## src/rtl/node_port_tx.sv

```systemverilog
// node_port_tx: link transmit port with a registered output stage backed by a skid FIFO
module node_port_tx #(
    parameter int FLIT_WIDTH = 32,
    parameter int DEPTH      = 4
) (
    input  logic                          clk,
    input  logic                          rst_n,
    input  logic [FLIT_WIDTH-1:0]         in_flit,
    input  logic                          in_valid,
    output logic                          in_ready,
    output logic [FLIT_WIDTH-1:0]         port_flit,
    output logic                          port_enable,
    input  logic                          port_ack,
    output logic [$clog2(DEPTH+2)-1:0]    occupancy,
    output logic [15:0]                   stall_cnt
);
    localparam int PW = $clog2(DEPTH);
    localparam int OW = $clog2(DEPTH+2);

    logic [FLIT_WIDTH-1:0] mem [DEPTH];
    logic [PW-1:0]         rd_ptr, wr_ptr;
    logic                  live;
    logic                  accept, xfer, fifo_empty, fifo_rd, fifo_wr;

    function automatic logic [PW-1:0] inc(input logic [PW-1:0] p);
        return (p == PW'(DEPTH-1)) ? '0 : p + 1'b1;
    endfunction

    // Handshake decode; the FIFO count is the total minus the output register.
    always_comb begin
        fifo_empty = occupancy == OW'(port_enable);
        in_ready   = live && (occupancy < OW'(DEPTH+1));
        accept     = in_valid && in_ready;
        xfer       = port_enable && port_ack;
        fifo_rd    = xfer && !fifo_empty;
        fifo_wr    = accept && port_enable && !(xfer && fifo_empty);
    end

    // Output register, pointers, occupancy and stall counter; live gates in_ready until the first edge out of reset.
    always_ff @(posedge clk or negedge rst_n) begin
        if (!rst_n) begin
            live        <= 1'b0;
            port_enable <= 1'b0;
            port_flit   <= '0;
            rd_ptr      <= '0;
            wr_ptr      <= '0;
            occupancy   <= '0;
            stall_cnt   <= '0;
        end else begin
            live <= 1'b1;
            if (fifo_rd) rd_ptr <= inc(rd_ptr);
            if (fifo_wr) wr_ptr <= inc(wr_ptr);
            if (xfer) begin
                port_enable <= !fifo_empty || accept;
                port_flit   <= !fifo_empty ? mem[rd_ptr] : (accept ? in_flit : '0);
            end else if (accept && !port_enable) begin
                port_enable <= 1'b1;
                port_flit   <= in_flit;
            end
            if (accept && !xfer) occupancy <= occupancy + 1'b1;
            else if (xfer && !accept) occupancy <= occupancy - 1'b1;
            if (port_enable && !port_ack && stall_cnt != 16'hFFFF) stall_cnt <= stall_cnt + 1'b1;
        end
    end

    // FIFO storage carries no reset; pointers and occupancy define which entries are live.
    always_ff @(posedge clk) begin
        if (fifo_wr) mem[wr_ptr] <= in_flit;
    end
endmodule

```

## config.mk

```make
export PLATFORM = sky130hd
export DESIGN_NAME = node_port_tx
export DESIGN_NICKNAME = d
export VERILOG_FILES = /design/src/rtl/node_port_tx.sv
export SDC_FILE = /design/constraint.sdc
export NUM_CORES = 1
export LEC_CHECK = 0
export ABC_CLOCK_PERIOD_IN_PS = 3500
export BUFFER_PORTS_ARGS = -buffer_cell sky130_fd_sc_hd__buf_2
export CAP_MARGIN = 40
export CORE_MARGIN = 8
export CORE_UTILIZATION = 55
export DETAILED_ROUTE_END_ITERATION = 10
export GPL_ROUTABILITY_DRIVEN = 0
export PLACE_DENSITY = 0.78
export SYNTH_ARGS = -nofsm -noshare
export SYNTH_HDL_FRONTEND = slang
export SYNTH_SLANG_ARGS = --single-unit
```

## constraint.sdc

```tcl
create_clock -name clk -period 3.5 [get_ports clk]
set_clock_uncertainty 0.05 [all_clocks]
set_input_delay 0.7 -clock clk [delete_from_list [all_inputs] [get_ports clk]]
set_output_delay 0.7 -clock clk [all_outputs]
set_load 0.005 [all_outputs]
```

==> qor.json <==
{
  "clock_network": {
    "cts_tree": "yes",
    "numCtsBuffers": 17,
    "post-cts-setup-buffers": 0,
    "htree_depth": 4,
    "clock_insertion_delay_worst_skew_ns": 0.43,
    "clock_path_buffers": 2,
    "cts-resized-gates": 0,
    "cts_sinks": 185,
    "clock-root-buffer": "clkbuf_16",
    "clk_pin_slew_worst_paths_ns": 0.07,
    "cts-hold-fix-buffers": 0
  },
  "synthesis": {
    "synth-async-reset-ratio_pct": 30.81,
    "mean_cell_area_of_the_mapped_netlist_um2": 17.18,
    "synth.lib_cells_used.distinct": 42,
    "yosysSeqAreaShare_pct": 71.33,
    "instance_count_of_the_mapped_netlist": 430,
    "synth-edff-count": 128,
    "synth_nets": 474,
    "ys.flop_type": "edfxtp_1",
    "synth.ff_latch_count": 185,
    "synth.cell_area_um2": 7388,
    "synthesis.yosys.warnings": 0
  },
  "pwr": {
    "p_leak_uw": 0.003270,
    "comb_power_share_pct": 24.9,
    "share_seq_of_total_power_pct": 46.7,
    "pwr_density_nw_per_um2": 764.5,
    "internal_power_uw": 4639,
    "switching_share_pct": 29.68,
    "power.share.clock_pct": 28.4,
    "switchingPower_uw": 1958,
    "worst_ir_drop_vdd_v": 0.0004735
  },
  "sta": {
    "timing.max_slew.rel_slack_pct": 40.65,
    "fin_crit_sh_pct": 76.84,
    "grt_setup_unrepaired": "no",
    "final_max_slew_viol_count": 0,
    "setup_violations": 0,
    "clock.fmax_mhz": 371.8,
    "hold_violations": 0,
    "final.min_clock_period_ns": 2.689,
    "tightestPinTransition_ns": 0.8902,
    "setup_total_negative_slack_ns": 0,
    "hold_slack_ns": 0.1051,
    "layout_setup_ws_ns": 0.8106
  },
  "route": {
    "via_cell_ratio": 5.741,
    "drc": 0,
    "met1_length_um": 6408,
    "dr_total_vias": 4082,
    "dr_wl_met2_um": 7172,
    "routed_wire_length_um": 14620,
    "dr.pass1.iters": 5,
    "ant_nets": 0,
    "topRoutingLayerUsed": "met4",
    "wl_met3_um": 876,
    "routed_wire_length_per_instance_um": 20.56,
    "drt-initial-drc-count": 322
  },
  "die": {
    "ioPinCount": 89,
    "core.rowCount": 42,
    "fp.dieH_um": 131.9,
    "die_area_um2": 17400,
    "floorplan.die.width_um": 131.9,
    "start_util_pct": 56.01,
    "core_um2": 13190
  },
  "final_layout": {
    "most_common_cell_after_layout_fill_and_taps_aside": "edfxtp_1",
    "final_cell_mix": "128 x edfxtp_1, 88 x buf_2, 55 x dfrtp_1",
    "num_antenna_cells": 0,
    "final_area_um2": 8630,
    "nets": 566,
    "area_growth_pct": 16.80,
    "finalCoreUtilization_pct": 65.42,
    "post_route_cells_drive_above_1_share_pct": 33.08
  },
  "placed_design": {
    "port_buffers": 88,
    "pre_cts_slack_ns": 0.8191,
    "dpl-instance-area_um2": 8050,
    "detailed_place_hpwl_um": 9484
  },
  "setup_path": {
    "timing.critical_path.required_ns": 3.50,
    "cpPeakStageDelay_ns": 0.79,
    "critical_path_peak_fanout": 32,
    "path_delay_family": "simple AND/OR/NAND/NOR gates",
    "crit_path_max_delay_cell_type": "and2_2",
    "worstPathBufferInverterCount": 0,
    "timing.critical_path.from_type": "register",
    "timing.critical_path.arrival_ns": 2.69,
    "critical_path.cell_chain": "o21ai_0 > nand3_1 > nor2_1 > and2_2",
    "timing.critical_path.to_type": "register",
    "crit_type": "register to register"
  },
  "global_route": {
    "maximum_number_of_pins_on_one_net_before_global_route_repair": 35,
    "grt_antenna_before_repair": 0,
    "grt_pass1_wl_um": 23850,
    "via_count_of_the_first_global_routing_pass": 4396,
    "total_routing_resource_utilization_after_global_routing_pct": 17.61,
    "grt-ovfl-total": 0
  },
  "outcome": {
    "outcome": "finished, final reports clean"
  },
  "min_path": {
    "worstHoldPathType": "input port to async pin"
  },
  "job": {
    "cap_viol_max_count": 0
  }
}
[per-stage QoR]
stage,std cells,total power [uW]
global route,711,6947
CTS,711,6660
finish,711,6597
detailed placement,679,4798
floorplan,430,4158
global placement,677,4680
[cell type report]
class,count,area (um2)
Tap cell,176,220.2
Timing Repair Buffer,95,530.5
Clock inverter,13,146.4
Inverter,7,26.28
Fill cell,920,4561
Clock buffer,19,432.9
Sequential cell,185,5273
Multi-Input combinational cell,216,2001
[logic make-up after synthesis]
group,count (synthesis),synth area share (%)
adders and majority gates,8,1.456
DFF,185,71.33
AOI/OAI and AO/OA,76,6.960
muxes,39,10.82
and+or+nand+nor,78,5.809
buffers and inverters,29,1.914
other,1,0.05076
xor gates and xnor gates,14,1.660
[final timing paths]
kind / startpoint / to / slack (ns) / depth (start not counted)
worst max-delay path: occupancy[0] / mem[0][7] / 0.81 / 4
worst min-delay path: rst_n / stall_cnt[9] / 0.11 / 1
worst max register to register: occupancy[0] / mem[0][7] / 0.81 / 4
worst min register to register: port_flit[28] / port_flit[28] / 0.43 / 2
max in group asynchronous: rst_n / port_flit[25] / 2.79 / 2
min in group clk: port_flit[28] / port_flit[28] / 0.43 / 2
[synthesized netlist by cell type (2+ instances only)]
master / n / area [um2]
edfxtp_1: 128 / 3844
dfrtp_1: 57 / 1426
nand2_1: 37 / 138.9
a22oi_1: 32 / 240.2
mux4_2: 32 / 720.7
o21ai_1: 28 / 140.1
clkbuf_1: 11 / 41.29
xor2_1: 9 / 78.83
buf_2: 8 / 40.04
nand3_1: 8 / 40.04
and2_1: 7 / 43.79
ha_1: 7 / 87.58
inv_1: 7 / 26.28
o21ai_0: 7 / 35.03
mux2_2: 6 / 67.56
nor2_1: 6 / 22.52
xnor2_1: 5 / 43.79
buf_6: 3 / 33.78
nand4_1: 3 / 18.77
nor4_1: 3 / 18.77
o21a_1: 3 / 22.52
and4_1: 2 / 17.52
o211ai_1: 2 / 15.01
[routing by layer]
metal / up-vias / global-route usage, %
li1: 1870 / -
met1: 2066 / 22.87
met2: 133 / 28.24
met3: 13 / 4.726
met4: 0 / 5.871
met5: - / 0
[state kept, by name (all words and copies together), names as in the netlist]
| name | flops |
|---|---|
| port_enable | 1 |
| mem | 128 |
| port_flit | 32 |
| rd_ptr | 2 |
| live | 1 |
| occupancy | 3 |
| wr_ptr | 2 |
| stall_cnt | 16 |
[worst reg2reg max path: stages, from the launching register on]
cell	delay, ns
dfrtp_1	0.44
o21ai_0	0.46
nand3_1	0.21
nor2_1	0.33
and2_2	0.79
[power by group through the flow]
stage / registers (uW) / logic, uW / clock network, uW
global route: 3130 / 1830 / 1990
detailed placement: 3120 / 1670 / 0
global placement: 3160 / 1520 / 0
CTS: 3090 / 1680 / 1890
floorplan: 2990 / 1170 / 0
finish: 3080 / 1640 / 1870
Power figures use the tool's default switching activity.
